$ cat config.mk
export PLATFORM = sky130hd
export DESIGN_NAME = ps2_host_tx
export DESIGN_NICKNAME = d
export VERILOG_FILES = /design/src/rtl/ps2_host_tx.sv
export SDC_FILE = /design/constraint.sdc
export NUM_CORES = 1
export LEC_CHECK = 0
export BUFFER_PORTS_ARGS = -buffer_cell sky130_fd_sc_hd__buf_2
export CORE_MARGIN = 4
export CORE_UTILIZATION = 41
export DETAILED_ROUTE_END_ITERATION = 7
export GPL_ROUTABILITY_DRIVEN = 0
export SYNTH_ARGS = -nofsm -noshare
export SYNTH_HDL_FRONTEND = slang
export SYNTH_SLANG_ARGS = --single-unit
$ cat constraint.sdc
create_clock -name i_clk -period 3.5 [get_ports i_clk]
set_clock_uncertainty 0.2 [all_clocks]
set_input_delay 0.35 -clock i_clk [delete_from_list [all_inputs] [get_ports i_clk]]
set_output_delay 0.35 -clock i_clk [all_outputs]
set_load 0.05 [all_outputs]
$ cat src/rtl/ps2_host_tx.sv
// Host-to-device PS/2 transmitter: inhibit, start, 8 data bits LSB first, odd parity, stop, ack.
// Optional single retry on NACK/timeout when PS2_TX_RETRY_EN is defined.
module ps2_host_tx #(
   parameter int INHIBIT_CYCLES = 5000,
   parameter int TIMEOUT_CYCLES = 750000,
   parameter int IDLE_CYCLES    = 2500
) (
   input  logic       i_clk,
   input  logic       i_rst_n,
   input  logic [7:0] i_data,
   input  logic       i_valid,
   output logic       o_ready,
   output logic       o_busy,
   output logic       o_done,
   output logic       o_error,
   input  logic       i_ps2_clk,
   input  logic       i_ps2_dat,
   output logic       o_ps2_clk_oe,
   output logic       o_ps2_dat_oe
);

   // state    | meaning
   // IDLE     | ready for a request, lines released
   // INHIBIT  | hold clock low; data pulled low in the final cycle
   // START    | start bit on the line, waiting for first device clock
   // DATA     | shifting d[0..7] out on device falling edges
   // PARITY   | parity bit on the line
   // STOP     | line released as stop bit
   // ACK_WAIT | ack seen, waiting for the bus to go idle
   // DONE     | one-cycle success pulse
   // ERR      | one-cycle failure pulse (NACK or timeout)
   typedef enum logic [3:0] {
      S_IDLE, S_INHIBIT, S_START, S_DATA, S_PARITY, S_STOP, S_ACK_WAIT, S_DONE, S_ERR
   } state_t;

   localparam int TMAX = (INHIBIT_CYCLES > TIMEOUT_CYCLES) ? INHIBIT_CYCLES : TIMEOUT_CYCLES;
   localparam int TW   = $clog2(TMAX + 1);
   localparam int IW   = $clog2(IDLE_CYCLES + 1);
   localparam logic [TW-1:0] INHIBIT_LOAD = TW'(INHIBIT_CYCLES - 1);
   localparam logic [TW-1:0] TIMEOUT_LOAD = TW'(TIMEOUT_CYCLES - 1);
   localparam logic [IW-1:0] IDLE_LOAD    = IW'(IDLE_CYCLES - 1);

   state_t          state, state_nxt;
   logic [7:0]      data_q, data_nxt;
   logic [3:0]      bit_cnt, bit_cnt_nxt;
   logic            tx_oe_q, tx_oe_nxt;
   logic [TW-1:0]   timer, timer_nxt;
   logic [IW-1:0]   idle_cnt, idle_nxt;
   logic            clk_s1, clk_s2, clk_s3;
   logic            dat_s1, dat_s2, dat_s3;
   logic            fe_q;
   logic            timer_zero;
   logic            fail;
`ifdef PS2_TX_RETRY_EN
   logic            retry_used, retry_nxt;
`endif

   // Sync flops idle high so that reset release never looks like a falling edge.
   always_ff @(posedge i_clk or negedge i_rst_n) begin
      if (!i_rst_n) begin
         clk_s1 <= 1'b1;
         clk_s2 <= 1'b1;
         clk_s3 <= 1'b1;
         dat_s1 <= 1'b1;
         dat_s2 <= 1'b1;
         dat_s3 <= 1'b1;
         fe_q   <= 1'b0;
      end else begin
         clk_s1 <= i_ps2_clk;
         clk_s2 <= clk_s1;
         clk_s3 <= clk_s2;
         dat_s1 <= i_ps2_dat;
         dat_s2 <= dat_s1;
         dat_s3 <= dat_s2;
         fe_q   <= clk_s3 & ~clk_s2;
      end
   end

   assign timer_zero = (timer == '0);

   always_comb begin
      state_nxt   = state;
      data_nxt    = data_q;
      bit_cnt_nxt = bit_cnt;
      tx_oe_nxt   = tx_oe_q;
      timer_nxt   = timer;
      idle_nxt    = idle_cnt;
      fail        = 1'b0;
`ifdef PS2_TX_RETRY_EN
      retry_nxt   = retry_used;
`endif
      case (state)
         S_IDLE: begin
            if (i_valid) begin
               data_nxt    = i_data;
               bit_cnt_nxt = 4'd0;
               timer_nxt   = INHIBIT_LOAD;
               state_nxt   = S_INHIBIT;
`ifdef PS2_TX_RETRY_EN
               retry_nxt   = 1'b0;
`endif
            end
         end
         S_INHIBIT: begin
            if (timer_zero) begin
               timer_nxt = TIMEOUT_LOAD;
               state_nxt = S_START;
            end else begin
               timer_nxt = timer - TW'(1);
            end
         end
         S_START: begin
            if (fe_q) begin
               timer_nxt   = TIMEOUT_LOAD;
               tx_oe_nxt   = ~data_q[0];
               bit_cnt_nxt = 4'd1;
               state_nxt   = S_DATA;
            end else if (timer_zero) begin
               fail = 1'b1;
            end else begin
               timer_nxt = timer - TW'(1);
            end
         end
         S_DATA: begin
            if (fe_q) begin
               timer_nxt = TIMEOUT_LOAD;
               if (bit_cnt == 4'd8) begin
                  // Odd parity bit is ~^data, so the pull-down is its inverse.
                  tx_oe_nxt = ^data_q;
                  state_nxt = S_PARITY;
               end else begin
                  tx_oe_nxt   = ~data_q[bit_cnt[2:0]];
                  bit_cnt_nxt = bit_cnt + 4'd1;
               end
            end else if (timer_zero) begin
               fail = 1'b1;
            end else begin
               timer_nxt = timer - TW'(1);
            end
         end
         S_PARITY: begin
            if (fe_q) begin
               timer_nxt = TIMEOUT_LOAD;
               tx_oe_nxt = 1'b0;
               state_nxt = S_STOP;
            end else if (timer_zero) begin
               fail = 1'b1;
            end else begin
               timer_nxt = timer - TW'(1);
            end
         end
         S_STOP: begin
            if (fe_q) begin
               timer_nxt = TIMEOUT_LOAD;
               if (dat_s3) begin
                  fail = 1'b1;
               end else begin
                  idle_nxt  = IDLE_LOAD;
                  state_nxt = S_ACK_WAIT;
               end
            end else if (timer_zero) begin
               fail = 1'b1;
            end else begin
               timer_nxt = timer - TW'(1);
            end
         end
         S_ACK_WAIT: begin
            if (timer_zero) begin
               fail = 1'b1;
            end else begin
               timer_nxt = timer - TW'(1);
               if (clk_s3 && dat_s3) begin
                  if (idle_cnt == '0) state_nxt = S_DONE;
                  else                idle_nxt  = idle_cnt - IW'(1);
               end else begin
                  idle_nxt = IDLE_LOAD;
               end
            end
         end
         S_DONE:  state_nxt = S_IDLE;
         S_ERR:   state_nxt = S_IDLE;
         default: state_nxt = S_IDLE;
      endcase

      if (fail) begin
`ifdef PS2_TX_RETRY_EN
         if (!retry_used) begin
            retry_nxt   = 1'b1;
            bit_cnt_nxt = 4'd0;
            tx_oe_nxt   = 1'b0;
            timer_nxt   = INHIBIT_LOAD;
            state_nxt   = S_INHIBIT;
         end else begin
            state_nxt = S_ERR;
         end
`else
         state_nxt = S_ERR;
`endif
      end
   end

   always_ff @(posedge i_clk or negedge i_rst_n) begin
      if (!i_rst_n) begin
         state    <= S_IDLE;
         data_q   <= 8'h00;
         bit_cnt  <= 4'd0;
         tx_oe_q  <= 1'b0;
         timer    <= '0;
         idle_cnt <= '0;
`ifdef PS2_TX_RETRY_EN
         retry_used <= 1'b0;
`endif
      end else begin
         state    <= state_nxt;
         data_q   <= data_nxt;
         bit_cnt  <= bit_cnt_nxt;
         tx_oe_q  <= tx_oe_nxt;
         timer    <= timer_nxt;
         idle_cnt <= idle_nxt;
`ifdef PS2_TX_RETRY_EN
         retry_used <= retry_nxt;
`endif
      end
   end

   // Outputs decode from state so an async reset releases both lines at once.
   always_comb begin
      o_ready      = (state == S_IDLE);
      o_busy       = (state != S_IDLE);
      o_done       = (state == S_DONE);
      o_error      = (state == S_ERR);
      o_ps2_clk_oe = (state == S_INHIBIT);
      case (state)
         S_INHIBIT:       o_ps2_dat_oe = timer_zero;
         S_START:         o_ps2_dat_oe = 1'b1;
         S_DATA, S_PARITY: o_ps2_dat_oe = tx_oe_q;
         default:         o_ps2_dat_oe = 1'b0;
      endcase
   end

endmodule

==> results of run 1 <==
[per-layer routing]
metal	part of all wire	wire length, um	track usage
met1	0.48	3820	0.236
met2	0.46	3720	0.266
met3	0.042	336	0.0278
met4	0.017	140	0.0456
met5	0	0	0
[cells by family (layout without fill, tap and decap cells)]
family / after synthesis / count (layout) / synth area share
AO/OA/AOI/OAI: 115 / 115 / 0.222
buffers and inverters: 30 / 43 / 0.0379
adder cells (fa/ha/maj): 6 / 6 / 0.0216
XOR/XNOR: 7 / 7 / 0.0177
AND/OR/NAND/NOR: 153 / 153 / 0.244
multiplexers: 14 / 14 / 0.0505
flip-flops: 56 / 56 / 0.406
[state kept, by name, indices dropped and copies added, names as in the netlist, 4 cells and up]
| register | count |
|---|---|
| bit_cnt | 4 |
| data_q | 8 |
| timer | 20 |
| idle_cnt | 12 |
| state | 4 |
[cell type report]
type                            count  area [sq um]  area share
Clock buffer                        7          76.3      0.0205
Inverter                           12          45.0      0.0121
Multi-Input combinational cell    295          1930       0.517
Clock inverter                      1          5.00     0.00134
Sequential cell                    56          1410       0.378
Tap cell                          105           131      0.0352
Timing Repair Buffer               23           133      0.0356
[path summary, 6_finish.rpt]
path	from	to	slack [ns]	cells after the start
max in group asynchronous	i_rst_n	dat_s2	2.26	2
setup reg to reg	timer[14]	timer[0]	0.84	9
hold / removal	i_rst_n	timer[13]	-0.004	1
min in group i_clk	i_data[6]	data_q[6]	0.05	2
setup / recovery	timer[14]	o_ps2_dat_oe	0.55	7
hold reg to reg	dat_s2	dat_s3	0.16	0
[timing repair]
action / CTS / global route
hold endpoints to repair: 2 / 0
hold buffers: 2 / 0
setup endpoints to repair: 0 / 0
[per-stage QoR]
step | hold slack (ns) | cells
after floorplan | -0.146 | 381
after global placement | 0.146 | 489
after detailed placement | 0.147 | 489
after CTS | 0.0486 | 499
after global routing | 0.0547 | 499
final | -0.00428 | 499
[power by group]
part           total, mW  leakage (nW)  internal, mW  switching (mW)
logic               1.61         0.774         0.702           0.903
registers           1.20         0.674         0.864           0.336
clock network      0.353        0.0422         0.141           0.212
[layout by cell type (no fill, tap or decap), types with 9 or more instances in the layout]
| cell | count |
|---|---|
| or3_1 | 10 |
| nor2_1 | 43 |
| nor3_1 | 15 |
| nand2_1 | 35 |
| inv_1 | 11 |
| nand3_1 | 9 |
| buf_2 | 18 |
| o21ai_0 | 33 |
| dfrtp_1 | 50 |
| a21oi_1 | 25 |
==> results.md, run 1 <==
- Sequential area share after synthesis: 0.406
- Fin. Hold Viols: 6
- CP arrival: approximately 2.4 ns
- Vias in the first global route: 2,726
- Endpoint class of the critical path: output pin
- Max stage delay on crit path: approximately 0.45 ns
- Core area: ~0.008 sq mm
- Post-synth cell types: ~70
- Hold WS: -0.00428 ns
- Detail Placement HPWL: 5.65 mm
- Top Ports: 19
- Die area: 0.0100 sq mm
- Vias: approximately 2,900
- Fin util: 0.454
- Ys async rst share: 1.00
- First-pass GRT wire length: ~14 mm
- Root Buffer: clkbuf_8
- Hold WC Path Type: in -> async
- Synth area leaders: dfrtp_1 (36%), o21ai_0 (4.8%), nor2_1 (4.7%)
- Status: finished, violations left
- H-tree depth: 2
- Leak: 1.49 nW
- Rows: 33
- GRT Total Usage: 0.167
- Most frequent cell after synthesis: dfrtp_1
- Largest net degree at the start of global routing: 46
- Mapped Area: 0.00347 sq mm
- Buf/Inv on CP: 1
- Post_cts resized: 0
- Slew at the pin with the worst max-slew slack: around 1 ns
- DR vias/cell: roughly 5.8
- Setup tns final: 0 ns
- Final wirelength: 8.02 mm
- Setup WS pre-CTS: between 0.8 and 0.9 ns
- WL/cell: between 15 and 20 um
- Clk_lat worst skew: roughly 0.32 ns
- Ys flop type: dfrtp_1
- Top cell type's share of synthesized area: 0.361
- Layout area overhead: 7.46%
- Initial DRC count: between 150 and 200
- Kind of critical path: reg -> out
- Antenna cell count: 0
- Fin. max-slew vios: 0
- Syn nets: 400
- Antenna-violating nets left: 0
- Failing checks: negative hold slack
- Worst Path Required: between 2 and 3 ns
- Die height: ~100 um
- Clock Pin Slew Worst Setup and Hold Paths: 0.11 ns
- Drt drc: 0
- Setup-failing EPs final: 0
- Initial antenna violation count: 0
- CP Max Fanout: 7
- RSZ-0062 raised after global routing: no
- Final worst path period share: 0.844
- Initial Utilization: 0.422
- FF+latch count, synth: between 50 and 60
- Design Area, Final: around 0.0037 sq mm
- Die X: approximately 100 um
- Yosys top cell by area: dfrtp_1
- Port Buffers: 18
- Clock sinks: 56
- Gr ovfl total: 0
- Syn. warnings: 0
- Worst path cell trace: nor3_1, nand4b_2, nor3_1, a21oi_1, o22a_1, nor2_1, buf_2
- Commonest cells in the synthesized netlist: dfrtp_1 (50), nor2_1 (43), nand2_1 (35), o21ai_0 (33), a21oi_1 (25)
- CTS Buffer Depth: 2
- TritonCTS clock tree: built
- Layout Nets: 412
- EDFF count, synth: 0
- Pwr dens: about 850 mW/mm^2
- Max-slew headroom: 0.316
- Startpoint types: flop
- Post-DP Area: about 0.0036 sq mm
- CTS Buf Count: 5
- Max IR drop VDD: between 0.0003 and 0.0004 V
- Ratio of cells with drive above 1 in the final layout: 0.165
- Layout fillers: 790
- Detailed Routing Iterations Pass 1: 5
- Final WS setup: 0.547 ns
- Worst path most repeated cell: nor3_1
- CP top delay family: simple AND/OR/NAND/NOR gates
- CP max-delay cell: dfrtp_1
- Syn avg cell area: 9.11 sq um
- Post-CTS Setup Inserts: 0
- MaxCap Viol Count: 0
- Minimum clock period: 2.95 ns
- Power Total: ~3.2 mW
- Synthesized instance count: ~380
- F_max: 0.339 GHz
Power figures use the tool's default switching activity.
==> inputs of run 2 (changes only) <==
==> constraint.sdc (replaced) <==
create_clock -name i_clk -period 2.5 [get_ports i_clk]
set_clock_uncertainty 0.2 [all_clocks]
set_input_delay 0.25 -clock i_clk [delete_from_list [all_inputs] [get_ports i_clk]]
set_output_delay 0.25 -clock i_clk [all_outputs]
set_load 0.05 [all_outputs]
==> run 2 against run 1 <==
- the flow finishes with violations (negative setup slack)
- routed wire length rose by 10%
- utilization rose by 6.7 points
- non-clock buffer count rose by 49
- setup slack got worse by 0.56 ns
- die area did not move
- design area rose by 15%
- critical path type unchanged
- critical endpoint unchanged
- largest cell class unchanged
==> results.md, run 2 (synthesis results as in run 1) <==
- Top Ports: 19 (unchanged)
- Setup-failing EPs final: 2 (was 0)
- MaxCap Viol Count: 0 (unchanged)
- Clock sinks: 56 (unchanged)
- Max reg flops: 20 (unchanged)
- TritonCTS clock tree: built (unchanged)
- Die height: 100 um (unchanged)
- CTS Buf Count: 5 (unchanged)
- Pwr dens: 1190 mW/mm^2 (was 847 mW/mm^2)
- Endpoint class of the critical path: output pin (unchanged)
- Final WS setup: -0.0161 ns (was 0.547 ns)
- Initial Utilization: 0.422 (unchanged)
- Ratio of cells with drive above 1 in the final layout: 0.269 (was 0.165)
- Leak: 1.79 nW (was 1.49 nW)
- Layout Nets: 461 (was 412)
- Kind of critical path: reg -> out (unchanged)
- Worst Path Required: 2.05 ns (was 2.95 ns)
- Largest register by flop count: timer (unchanged)
- Vias in the first global route: 3,051 (was 2,726)
- Gr ovfl total: 0 (unchanged)
- Clk_lat worst skew: 0.31 ns (was 0.32 ns)
- Status: finished, violations left (unchanged)
- Layout area overhead: 23.2% (was 7.46%)
- Initial antenna violation count: 0 (unchanged)
- H-tree depth: 2 (unchanged)
- CP Max Fanout: 4 (was 7)
- WL/cell: 16.1 um (about the same)
- Die X: 100 um (unchanged)
- Initial DRC count: 173 (was 176)
- Failing checks: negative setup slack (was negative hold slack)
- DR vias/cell: 5.68 (was 5.81)
- Fin util: 0.520 (was 0.454)
- Antenna-violating nets left: 0 (unchanged)
- RSZ-0062 raised after global routing: yes (was no)
- GRT Total Usage: 0.186 (was 0.167)
- Commonest non-fill, non-tap cell in the layout: dfrtp_1 (unchanged)
- Antenna cell count: 0 (unchanged)
- Minimum clock period: roughly 2.5 ns
- Drt drc: 0 (unchanged)
- Root Buffer: clkbuf_8 (unchanged)
- Final wirelength: 8.84 mm (was 8.02 mm)
- Port Buffers: 18 (unchanged)
- First-pass GRT wire length: 15.2 mm (was 13.5 mm)
- Largest net degree at the start of global routing: 33 (was 46)
- Slew at the pin with the worst max-slew slack: 0.616 ns (was 1.03 ns)
- Vias: 3,110 (was 2,901)
- Rows: 33 (unchanged)
- CP arrival: 2.07 ns (was 2.40 ns)
- Core area: 0.00822 sq mm (unchanged)
- Power Total: 5.08 mW (was 3.16 mW)
- Clock Pin Slew Worst Setup and Hold Paths: 0.10 ns (was 0.11 ns)
- Die area: 0.0100 sq mm (unchanged)
- Most frequent cells in the layout: dfrtp_1 (49), nor2_1 (41), buf_4 (40) (was dfrtp_1 (50), nor2_1 (43), nand2_1 (35))
- Detailed Routing Iterations Pass 1: 4 (was 5)
- Fin. max-slew vios: 0 (unchanged)
- Startpoint types: flop (unchanged)
- Final worst path period share: 1.01
- F_max: 0.397 GHz
- Max-slew headroom: 0.589 (was 0.316)
- CTS Buffer Depth: 2 (unchanged)
- Fin. Hold Viols: 0 (was 6)
- Largest registers: timer: 20 flops, idle_cnt: 12 flops, data_q: 8 flops (unchanged)
- Hold WC Path Type: reg -> reg (was in -> async)
- Max IR drop VDD: 0.000499 V (was 0.000351 V)
- Detail Placement HPWL: 6.39 mm (was 5.65 mm)
-- run 2: changes by cell type in the layout (fill, tap and decap cells not counted), sizes merged --
| cell | change |
|---|---|
| clkinv | -1 |
| dlygate4sd3 | +9 |
| bufinv | +1 |
| buf | +40 |
-- run 2: layer usage --
| metal | track usage | vias to the layer above | wire length [um] |
|---|---|---|---|
| met2 | 0.298 | 49 | 4150 |
| li1 | - | 1516 | - |
| met4 | 0.0394 | 0 | 74 |
| met5 | 0 | - | 0 |
| met1 | 0.269 | 1541 | 4330 |
| met3 | 0.0264 | 4 | 286 |
-- run 2: critical path: stages (launching register included) --
cell     delay (ns)
dfrtp_2        0.46
nor4_4         0.40
nand4_4        0.18
nor3_4         0.16
a21oi_2        0.05
o22a_1         0.23
nor2_2         0.12
buf_6          0.17
-- run 2: area by class of cell --
cell class                 instances  area (sq um)
timing repair buffer              72           549
multi-input combinational        295          2010
tap                              105           131
sequential                        56          1410
inverter                          12          45.0
clock inverter                     1          30.0
clock buffer                       7          96.3
fill                             751          3940
-- run 2: where the power goes --
group          internal [mW]  switching, mW  total (mW)
sequential              1.21          0.340        1.55
combinational           1.29           1.58        2.88
clock                  0.354          0.301       0.656
-- run 2: worst paths after layout --
kind / from / to / slack, ns / depth (start not counted)
setup / recovery: timer[10] / o_ps2_dat_oe / -0.02 / 7
hold / removal: dat_s1 / dat_s2 / 0.16 / 0
setup reg to reg: timer[10] / timer[0] / 0 / 10
hold reg to reg: dat_s1 / dat_s2 / 0.16 / 0
max in group asynchronous: i_rst_n / dat_s3 / 1.16 / 3
min in group asynchronous: i_rst_n / data_q[2] / 0.28 / 2
-- run 2: what timing repair did --
action                                 CTS  global route
endpoints found under the hold margin   31             0
pin swaps                                2             9
setup buffers                            1             5
hold buffers                            11             0
setup endpoints to repair                1             6
resized for setup                        5            14
-- run 2: per-stage QoR --
step	instance area (sq um)	std cells	setup slack (ns)	hold slack (ns)	TNS, ns
floorplan	3490	381	-0.0161	-0.246	-0.130
global placement	3920	523	0.102	0.0795	0
detailed placement	3920	523	0.0694	0.0889	0
CTS	4180	543	-0.00524	0.163	-0.00524
global route	4280	548	-0.120	0.165	-0.476
finish	4280	548	-0.0161	0.163	-0.0190
